**src/rtl/trng_fifo_pkg.sv**
```systemverilog
// Shared constants, flag bundle and elaboration-time helpers for the TRNG sample FIFO.
package trng_fifo_pkg;

  localparam int DEFAULT_DATA_W = 64;
  localparam int DEFAULT_DEPTH  = 16;

  typedef struct packed {
    logic full;
    logic empty;
    logic almost_full;
    logic almost_empty;
  } fifo_flags_t;

  // Flag state of a FIFO holding nothing; thresholds are constrained so this is exact.
  localparam fifo_flags_t FLAGS_RESET = '{
    full: 1'b0, empty: 1'b1, almost_full: 1'b0, almost_empty: 1'b1
  };

  function automatic int log2_ceil(input int value);
    int r;
    r = 0;
    while ((1 << r) < value) r++;
    return r;
  endfunction

  function automatic bit is_pow2(input int value);
    return (value > 0) && ((value & (value - 1)) == 0);
  endfunction

  function automatic bit params_legal(input int data_w, input int depth,
                                      input int afull_th, input int aempty_th);
    return (data_w >= 1) && (depth >= 4) && is_pow2(depth) &&
           (aempty_th >= 0) && (aempty_th < afull_th) && (afull_th <= depth);
  endfunction

endpackage

```
**src/rtl/trng_fifo_ram.sv**
```systemverilog
// Simple dual-port storage: one write port, one registered read port with enable.
module trng_fifo_ram
  import trng_fifo_pkg::*;
#(
  parameter int DATA_W = DEFAULT_DATA_W,
  parameter int DEPTH  = DEFAULT_DEPTH,
  parameter int AW     = log2_ceil(DEFAULT_DEPTH)
) (
  input  logic              clk,
  input  logic              we,
  input  logic [AW-1:0]     waddr,
  input  logic [DATA_W-1:0] wdata,
  input  logic              re,
  input  logic [AW-1:0]     raddr,
  output logic [DATA_W-1:0] rdata
);

  logic [DATA_W-1:0] mem [DEPTH];

  // NOTE: neither the array nor the read register is reset, so the pair maps onto block RAM.
  always_ff @(posedge clk) begin
    if (we) mem[waddr] <= wdata;
    if (re) rdata <= mem[raddr];
  end

endmodule

```
**src/rtl/trng_fifo_sync.sv**
```systemverilog
// Single-clock TRNG sample FIFO with optional first-word-fall-through, occupancy,
// threshold flags, sticky error flags and synchronous flush.
module trng_fifo_sync
  import trng_fifo_pkg::*;
#(
  parameter int DATA_W    = DEFAULT_DATA_W,
  parameter int DEPTH     = DEFAULT_DEPTH,
  parameter bit FWFT      = 1'b0,
  parameter int AFULL_TH  = DEPTH - 2,
  parameter int AEMPTY_TH = 2
) (
  input  logic                     clk,
  input  logic                     rst,
  input  logic                     flush,
  input  logic                     wr_en,
  input  logic [DATA_W-1:0]        din,
  input  logic                     rd_en,
  output logic [DATA_W-1:0]        dout,
  output logic                     dout_valid,
  output logic                     full,
  output logic                     empty,
  output logic                     almost_full,
  output logic                     almost_empty,
  output logic [log2_ceil(DEPTH):0] count,
  output logic                     overflow,
  output logic                     underflow,
  input  logic                     clr_err
);

  localparam int AW = log2_ceil(DEPTH);
  localparam int CW = AW + 1;

  if (!params_legal(DATA_W, DEPTH, AFULL_TH, AEMPTY_TH)) begin : g_bad_params
    $error("trng_fifo_sync: DEPTH must be a power of two >= 4 and AEMPTY_TH < AFULL_TH <= DEPTH");
  end

  logic [AW-1:0]     w_ptr, r_ptr;
  logic [CW-1:0]     mem_cnt;
  logic              head_valid;
  logic              dout_zero;
  logic [DATA_W-1:0] ram_rdata;
  fifo_flags_t       flags_q, flags_d;

  logic              wr_acc, rd_acc, load, head_valid_nxt;
  logic [CW-1:0]     count_nxt, mem_cnt_nxt;

  assign full         = flags_q.full;
  assign empty        = flags_q.empty;
  assign almost_full  = flags_q.almost_full;
  assign almost_empty = flags_q.almost_empty;

  // The read register keeps its last word; dout_zero masks it after reset or flush.
  assign dout = dout_zero ? '0 : ram_rdata;

  always_comb begin
    // NOTE: every signal driven here is assigned on all paths, so no latch is inferred.
    wr_acc         = wr_en && !flags_q.full && !flush;
    rd_acc         = rd_en && !flags_q.empty && !flush;
    load           = 1'b0;
    head_valid_nxt = 1'b0;
    if (FWFT) begin
      // Prefetch into the empty head slot, or refill it on the same edge it is popped.
      load           = (mem_cnt != '0) && (!head_valid || rd_acc) && !flush;
      head_valid_nxt = load || (head_valid && !rd_acc);
    end else begin
      load = rd_acc;
    end
    count_nxt   = count + CW'(wr_acc) - CW'(rd_acc);
    mem_cnt_nxt = mem_cnt + CW'(wr_acc) - CW'(load);

    flags_d.full         = (count_nxt == CW'(DEPTH));
    flags_d.empty        = FWFT ? !head_valid_nxt : (count_nxt == '0);
    flags_d.almost_full  = (int'(count_nxt) >= AFULL_TH);
    flags_d.almost_empty = (int'(count_nxt) <= AEMPTY_TH);
  end

  trng_fifo_ram #(
    .DATA_W (DATA_W),
    .DEPTH  (DEPTH),
    .AW     (AW)
  ) u_ram (
    .clk   (clk),
    .we    (wr_acc),
    .waddr (w_ptr),
    .wdata (din),
    .re    (load),
    .raddr (r_ptr),
    .rdata (ram_rdata)
  );

  // NOTE: registered state uses non-blocking assignments so every flop samples pre-edge values.
  always_ff @(posedge clk or posedge rst) begin
    if (rst) begin
      w_ptr      <= '0;
      r_ptr      <= '0;
      count      <= '0;
      mem_cnt    <= '0;
      head_valid <= 1'b0;
      dout_zero  <= 1'b1;
      dout_valid <= 1'b0;
      flags_q    <= FLAGS_RESET;
    end else if (flush) begin
      w_ptr      <= '0;
      r_ptr      <= '0;
      count      <= '0;
      mem_cnt    <= '0;
      head_valid <= 1'b0;
      dout_zero  <= 1'b1;
      dout_valid <= 1'b0;
      flags_q    <= FLAGS_RESET;
    end else begin
      if (wr_acc) w_ptr <= w_ptr + AW'(1);
      if (load) begin
        r_ptr     <= r_ptr + AW'(1);
        dout_zero <= 1'b0;
      end
      count      <= count_nxt;
      mem_cnt    <= mem_cnt_nxt;
      head_valid <= head_valid_nxt;
      dout_valid <= FWFT ? head_valid_nxt : rd_acc;
      flags_q    <= flags_d;
    end
  end

  // A read that coincides with a write into an empty FIFO is rejected but not an error.
  always_ff @(posedge clk or posedge rst) begin
    if (rst) begin
      overflow  <= 1'b0;
      underflow <= 1'b0;
    end else begin
      overflow  <= (wr_en && flags_q.full && !flush) || (overflow && !clr_err);
      underflow <= (rd_en && !wr_en && flags_q.empty && !flush) || (underflow && !clr_err);
    end
  end

endmodule

```
**config.mk**
```make
export PLATFORM = sky130hd
export DESIGN_NAME = trng_fifo_sync
export DESIGN_NICKNAME = d
export VERILOG_FILES = /design/src/rtl/trng_fifo_pkg.sv /design/src/rtl/trng_fifo_ram.sv /design/src/rtl/trng_fifo_sync.sv
export SDC_FILE = /design/constraint.sdc
export NUM_CORES = 1
export LEC_CHECK = 0
export CAP_MARGIN = 30
export CORE_ASPECT_RATIO = 0.5
export CORE_MARGIN = 4
export CORE_UTILIZATION = 30
export CTS_CLUSTER_SIZE = 16
export DETAILED_ROUTE_END_ITERATION = 10
export PLACE_DENSITY = 0.53
export SLEW_MARGIN = 20
export SYNTH_ARGS = -nofsm -noshare
export SYNTH_HDL_FRONTEND = slang
export SYNTH_SLANG_ARGS = --single-unit
```
**constraint.sdc**
```tcl
create_clock -name clk -period 7.5 [get_ports clk]
set_input_delay 1.125 -clock clk [delete_from_list [all_inputs] [get_ports clk]]
set_output_delay 1.125 -clock clk [all_outputs]
set_load 0.01 [all_outputs]
```
# [After elaboration in Yosys (flattened, before gate mapping)]
# Memories as Yosys holds them, arrays and structs flattened. A register that Yosys moved wholly into a read port is not among the register bits.
# Cells that the tools add are included.
# W data, S select, Z words.
[totals] out_inout_bits=76 ramBits=1024 reg_bits=21 n_memories=1
[memory_table] memory="u_ram.mem" words=16 word_bits=64 rd=1 rd_ports_with_merged_regs=1 wr=1 line_no="trng_fifo_ram.sv:18" rtl="logic [DATA_W-1:0] mem [DEPTH];"
[op_classes] eq_ne=1 reduce_logical=21 order_cmp=2 addsub=4 muxes=12
[ops] op="$mux W64" count=1
[ops] op="$mux W4" count=5
[ops] op="$logic_and A1 B1 Y1" count=11
[ops] op="$add A4 B1 Y4 const B" count=2
[ops] op="$add A5 B1 Y5" count=1
[ops] op="$eq A5 B5 Y1 const B" count=1
[ops] op="$ge A5 B4 Y1 const B" count=1
[ops] op="$le A5 B2 Y1 const B" count=1
[ops] op="$logic_not A1 Y1" count=5
[ops] op="$logic_not A5 Y1" count=1
[ops] op="$mux W1" count=5
[ops] op="$mux W5" count=1
[ops] op="$sub A5 B1 Y5" count=1
[ops] op="$reduce_bool A2 Y1" count=2
[ops] op="$logic_or A1 B1 Y1" count=2

# [Depth between registers and ports, before layout]
# Gate-level depths: netlist of run 1.
[logic_depth] word_depth=7 ltp_mapped=12

# [Cells and area by module]
# From an unflattened synthesis of run 1, not the netlist that was laid out.
[hier_totals] cells_unflattened=1813 hier_area_um2=41673.7
[by_module_without_submodules] module="trng_fifo_ram" n_inst=1 seq_area_each_um2=32671.3 area_per_inst_um2=40222.3 cells_per_inst=1647
[by_module_without_submodules] module="trng_fifo_sync" n_inst=1 seq_area_each_um2=529.3 area_per_inst_um2=1451.4 cells_per_inst=166

# [Least setup slack after synthesis of run 1]
# No wires, ideal clock.
[synth_timing] kind="input-to-reg" start="input port wr_en" end="memory u_ram.mem[3][0] in the netlist's numbering, enable pin" arrival_ns=7.680 path_buffers=1 path_stages=4 required_time_ns=6.856 setup_slack_ns=-0.824 setup_time_ns=0.644 path_cell_list="nor2b_1 > clkbuf_1 > nand2_1 > nor4_1"
[synth_between] elab_chain_len=4
[synth_rtl] item="start: declaration" line_no="trng_fifo_sync.sv:15" rtl="input logic wr_en,"
[synth_rtl] item="$logic_and A1 B1 Y1 (2 in series)" line_no="trng_fifo_sync.sv:57" rtl="wr_acc = wr_en && !flags_q.full && !flush;"
[synth_rtl] item="$mux W1" line_no="trng_fifo_ram.sv:22" rtl="if (we) mem[waddr] <= wdata;"
[synth_rtl] item="$mux W1 (not written as such)" line_no="trng_fifo_ram.sv:22"
[synth_rtl] item="end: declaration" line_no="trng_fifo_ram.sv:18"
# Every way passes these cells.

# [Worst setup path after layout of run 1]
[layout_timing] start="input port wr_en" end="memory u_ram.mem[8][15] in the netlist's numbering, enable pin"
# The elaborated chain is that of the path after synthesis.

==> flow_summary_export.csv, run 1 <==
group,metric,value,unit
min_path,min-delay-start,"overflow$_DFF_PP0_",
status,status,"finished clean",
timing,relSlewSlack,33.9,%
synth,synth_warnings,0,
finish,n_antenna_cell,0,
critical_path,reg2reg_to,"u_ram.rdata[48]$_DFFE_PP_",
floorplanning,die_area,0.146,mm2
placed_design,finalWeightedCongestion,0.707,
cts,postCtsSetupRepairBufs,0,
synth,synth_area_leaders,"edfxtp_1 (78%), mux4_2 (14%), o22ai_1 (1.3%), dfrtp_1 (1.1%), mux2i_1 (1.1%)",
timing,setup-violations-final,0,
critical_path,reg2reg_depth,5,
cts,cts_buffers,105,
synth,yosysTopAreaCell,"edfxtp_1",
critical_path,crit_required,7820,ps
routing,routed_wl,92700,um
floorplanning,core.rowCount,96,
timing,tightest_slew,992,ps
power_and_ir_drop,pwr-share-comb,12.9,%
timing,rsz0062_at_grt,"no",
finish,final_cell_mix,"edfxtp_1 (1088), mux4_2 (256), clkdlybuf4s50_1 (145)",
global_route,grt_pass1_vias,20200,
floorplanning,core,0.138,mm2
routing,vias,18800,
synth,synth_flop_cell,"edfxtp_1",
timing,final-max-slew-violation-count,0,
cts,cts_max_path_buffers,3,
power_and_ir_drop,power.clock.fraction,36.5,%
min_path,holdPathEnd,"overflow$_DFF_PP0_",
cts,cts.sinks,1109,
floorplanning,fp.dieH,272,um
finish,stdcell_count,3976,
timing,fin_skew,37.9,ps
critical_path,critPathLaunchType,"primary input",
global_route,grt_pass1_wl,138000,um
power_and_ir_drop,switching_share,23.5,%
job,drv_cap,0,
min_path,min_path_type,"reg -> reg",
min_path,min_path_cells,2,
finish,final_layout_size_suffix_gt1_share,22.0,%
power_and_ir_drop,ir_drop,0.000159,V
synth,yosysTopAreaCellShare,78.1,%
cts,clk_pin_slew,60,ps
placed_design,place_inst,3778,
placed_design,numPortBuffers,145,
routing,first_pass_iters,5,
cts,cts_resized,0,
critical_path,path_max_fanout,44,
critical_path,timing.critical_path.from,"wr_en",
global_route,grt_overflow,0,
critical_path,r2r_slack,4170,ps
floorplanning,die_w,536,um
power_and_ir_drop,p_seq_share,50.6,%
synth,synth-edff-count,1088,
critical_path,arrival,4220,ps
power_and_ir_drop,internal_power,10.8,mW
cts,clock_latency,710,ps
critical_path,cp-end-kind,"flip-flop",
timing,fin_ws,3600,ps
finish,syn_to_final_growth,17.1,%
synth,async_reset_ff_share,1.89,%
timing,fin_setup_tns,0,ps
timing,period_minus_slack,3900,ps
finish,nFillCells,12800,
synth,avgSynthCellArea,22.9,um2
power_and_ir_drop,power_density,288,mW/mm2
critical_path,crit_type,"in -> reg",
synth,synth-seq-cells,1109,
global_route,gr-usage-all-layers,12.7,%
routing,wl_per_cell,23.3,um
power_and_ir_drop,p_switching,3.33,mW
power_and_ir_drop,p_total,14.1,mW
synth,yosysUniqueCellTypes,32,
routing,viasPerCell,4.72,
routing,drtIter0Drc,1275,
synth,synth_nets,1906,
global_route,grt_start_max_net_pins,85,
cts,cts_tree,"built",
power_and_ir_drop,p_leak,14.6,nW
floorplanning,start_util,30.4,%
routing,drc_errors,0,
synth,syn-cell-area,0.0419,mm2
synth,synthCells,1825,
timing,post-route-period-util,52.0,%
global_route,antenna_found_initial,4,
cts,cts-root-buf,"clkbuf_16",
finish,final_common_cell,"edfxtp_1",
finish,nNetsFinal,2105,
critical_path,r2r-start,"r_ptr[1]$_DFFE_PP0P_",
timing,timing.fmax,257,MHz
synth,yosysSeqAreaShare,79.3,%
timing,hold_viol_final,0,
floorplanning,pin_count,146,
cts,htree_levels,3,
placed_design,place_hpwl,51300,um
placed_design,preCtsSetupSlack,2800,ps
cts,holdBufCountCts,0,
routing,drtAntennaViolNets,0,
## stage by stage
step	util, %	hold WS, ps	area [um2]
CTS	35.5	553	49000
finish	35.5	552	49000
detailed placement	33.1	543	45700
floorplan	-	539	41900
global route	35.5	584	49000
global placement	33.0	543	45600
## power by group through the flow
stage          sequential, mW  combinational, mW  clock (mW)
6_report                 7.14               1.82        5.16
5_1_grt                  7.16               1.99        5.57
4_1_cts                  7.15               1.89        5.30
3_5_place_dp             7.28               1.88           0
3_3_place_gp             7.31               1.83           0
2_1_floorplan            7.21               1.33           0
## critical path, stage by stage
cell	delay, ps
clkdlybuf4s50_1	510
nor2b_1	460
nor2b_1	290
nand2_1	280
nor2_4	720
buf_4	760
## layout make-up
type,count,area (um2),share of cell area [%]
Clock buffer,126,2730,5.56
Clock inverter,71,594,1.21
Inverter,13,48.8,0.0996
Multi-Input combinational cell,604,8160,16.7
Sequential cell,1109,33200,67.8
Tap cell,1862,2330,4.75
Timing Repair Buffer,191,1930,3.95
## cells in the mapped netlist, types with 3 or more instances
cell type	number
nand2b_1	7
buf_1	5
mux4_2	256
xnor2_1	4
a21oi_1	46
clkbuf_1	38
nor2b_1	69
nand2_1	10
mux2i_1	44
nor2_1	45
buf_6	18
buf_4	8
nor3_1	4
buf_2	30
ha_1	10
inv_1	13
o22ai_1	87
xor2_1	6
dfrtp_1	18
edfxtp_1	1088
dfstp_2	3
## sequential cells by signal (all words and copies together) (netlist names), 4 cells and up
signal       flops
r_ptr            4
w_ptr            4
u_ram.mem     1024
u_ram.rdata     64
count            5
## routing by layer
metal  vias up  global-route usage (%)  share of wire, %  routed length (um)
met5         -                       0             0.044                  41
met4         6                    2.74               1.6                1510
met3       121                    2.18               3.4                3170
met2       322                    21.4                50               46300
met1     10300                    17.2                45               41700
li1       8072                       -                 -                   -
## how the worst max path moves through the flow
| stage | to | slack [ps] | cells past startpoint |
|---|---|---|---|
| after detailed placement | full$_DFF_PP0_ | 2800 | 12 |
| after global routing | u_ram.mem[8][15]$_DFFE_PP_ | 3290 | 6 |
| after global placement | full$_DFF_PP0_ | 2790 | 12 |
| after CTS | dout[23] | 3460 | 2 |
| final | u_ram.mem[8][15]$_DFFE_PP_ | 3600 | 6 |
| after floorplan | u_ram.mem[0][0]$_DFFE_PP_ | 790 | 5 |
## logic make-up after synthesis
group	share of synthesized area, %
muxes	14.8
adders and majority gates	0.347
buffers and inverters	1.49
AOI/OAI and AO/OA	1.97
xor gates and xnor gates	0.209
DFF	79.3
and+or+nand+nor	1.83
Power figures use the tool's default switching activity.
==> run 2, diff against run 1 <==
PLACE_DENSITY = 0.51   (was 0.53)
clock period = 3.97 ns   (was 7.5 ns; I/O delays follow)
==> run 2 against run 1 <==
  * Critical path type is now reg -> out
  * Combinational power is 91% higher
  * First-iteration DRC count increased by 8.1%
  * Count of clock-buffer cells in the layout rose by 9
  * Sequential share of layout area is 0.63 points lower
  * Via count is 0.54% higher
  * Critical path depth is 3 lower
  * Register-to-register slack got worse by 3000 ps
  * Total power increased by 90%
  * Worst setup slack worse by 2800 ps
  * Non-clock buffer count is 20 higher
==> flow_summary_export.csv, run 2 (synthesis gave the netlist of run 1 again) <==
group,metric,value,unit
finish,fin_util,35.9,%
timing,relSlewSlack,42.4,%
floorplanning,fp.dieH,272,um
finish,nFillCells,12700,
power_and_ir_drop,p_total,26.8,mW
routing,routed_wl,96100,um
critical_path,crit_slowest_cell,"dfstp_4",
global_route,antenna_found_initial,10,
routing,viasPerCell,4.72,
floorplanning,die_w,536,um
cts,cts-root-buf,"clkbuf_16",
placed_design,numPortBuffers,145,
routing,drc_errors,0,
floorplanning,core.rowCount,96,
placed_design,place_hpwl,50000,um
finish,nNetsFinal,2126,
global_route,grt_pass1_wl,142000,um
routing,vias,18900,
timing,period_minus_slack,3210,ps
cts,clk_pin_slew,60,ps
timing,timing.fmax,311,MHz
placed_design,placed_cell_area,0.0461,mm2
routing,first_pass_iters,5,
finish,final_cell_mix,"edfxtp_1 (1088), mux4_2 (256), clkdlybuf4s50_1 (145)",
cts,postCtsSetupRepairBufs,0,
power_and_ir_drop,p_leak,14.8,nW
timing,timing.hold.ws,114,ps
cts,cts.sinks,1109,
critical_path,critPathLaunchType,"flip-flop",
finish,largest-register,"u_ram.mem",
cts,holdBufCountCts,0,
global_route,grt_pass1_vias,20800,
cts,cts_tree,"built",
timing,hold_viol_final,0,
floorplanning,core,0.138,mm2
placed_design,finalWeightedCongestion,0.701,
floorplanning,die_area,0.146,mm2
finish,largest_registers,"u_ram.mem x1024, u_ram.rdata x64, count x5",
global_route,gr-usage-all-layers,13.2,%
status,status,"finished clean",
routing,drtIter0Drc,1378,
critical_path,crit_chain,"buf_4 > nor2b_1 > clkdlybuf4s50_1",
critical_path,cp-end-kind,"primary output",
timing,fin_skew,28.4,ps
timing,tightest_slew,861,ps
critical_path,arrival,2620,ps
routing,drtAntennaViolNets,0,
timing,fin_setup_tns,0,ps
power_and_ir_drop,ir_drop,0.000305,V
cts,cts_max_path_buffers,3,
finish,final_layout_size_suffix_gt1_share,23.3,%
critical_path,cpPeakStageDelay,1100,ps
timing,setup-violations-final,0,
timing,rsz0062_at_grt,"no",
cts,htree_levels,3,
finish,final_common_cell,"edfxtp_1",
cts,clock_latency,690,ps
routing,wl_per_cell,24.0,um
critical_path,path_max_fanout,58,
cts,cts_resized,0,
job,drv_cap,0,
timing,final-max-slew-violation-count,0,
finish,syn_to_final_growth,18.2,%
global_route,grt_start_max_net_pins,74,
min_path,min_path_type,"in -> async",
critical_path,critPathTopFamily,"flip-flops",
cts,cts_buffers,106,
critical_path,crit_type,"reg -> out",
floorplanning,pin_count,146,
power_and_ir_drop,power_density,542,mW/mm2
global_route,grt_overflow,0,
critical_path,timing.critical_path.buf_inv,2,
finish,largest_reg_flops,1024,
critical_path,crit_required,3370,ps
floorplanning,start_util,30.4,%
timing,post-route-period-util,80.9,%
finish,fin_area,0.0495,mm2
[run 2: area by class of cell]
class,count,area (um2),share of cell area (%)
Inverter,13,48.8,0.0986
Antenna cell,6,15.0,0.0303
Multi-Input combinational cell,604,8190,16.6
Sequential cell,1109,33200,67.1
Tap cell,1862,2330,4.71
Clock buffer,135,2800,5.67
Timing Repair Buffer,211,2320,4.68
Clock inverter,61,551,1.11
[run 2: metal layers]
metal | up-vias | wire [um] | part of all wire (%) | track usage [%]
met3 | 119 | 3810 | 4.0 | 2.34
li1 | 8137 | - | - | -
met2 | 332 | 48700 | 51 | 22.6
met5 | - | 34 | 0.035 | 0
met1 | 10300 | 42000 | 44 | 17.6
met4 | 6 | 1600 | 1.7 | 3.03
[run 2: worst paths after layout]
path	start	to	slack (ps)	depth (start not counted)
setup reg to reg	full$_DFF_PP0_	full$_DFF_PP0_	1160	11
hold / removal	rst	underflow$_DFF_PP0_	110	2
setup / recovery	dout_zero$_DFFE_PP1P_	dout[54]	760	3
max in group asynchronous	rst	almost_empty$_DFF_PP1_	3390	3
min in group clk	clr_err	underflow$_DFF_PP0_	510	2
hold reg to reg	underflow$_DFF_PP0_	underflow$_DFF_PP0_	550	2
[run 2: worst register-to-register path, cell delays in order, from the launching register on]
cell and delay [ps]:
dfrtp_1 400, nor2b_1 150, nor2b_1 290, inv_1 70, ha_1 280, inv_1 40, ha_1 200, fa_1 440
a21o_1 180, a21oi_1 170, xnor2_1 180, nor4b_1 310
[run 2: power by group]
| part | total (mW) | internal, mW | leakage [nW] | switching (mW) |
|---|---|---|---|---|
| sequential | 13.5 | 13.3 | 10.1 | 0.229 |
| combinational | 3.47 | 1.76 | 3.03 | 1.72 |
| clock | 9.84 | 5.57 | 1.65 | 4.26 |
[run 2: metrics by stage]
step | setup slack [ps] | std cells
2_1_floorplan | -1130 | 1825
3_3_place_gp | 456 | 3798
3_5_place_dp | 397 | 3798
4_1_cts | 614 | 3994
5_1_grt | 551 | 3999
6_report | 759 | 4001
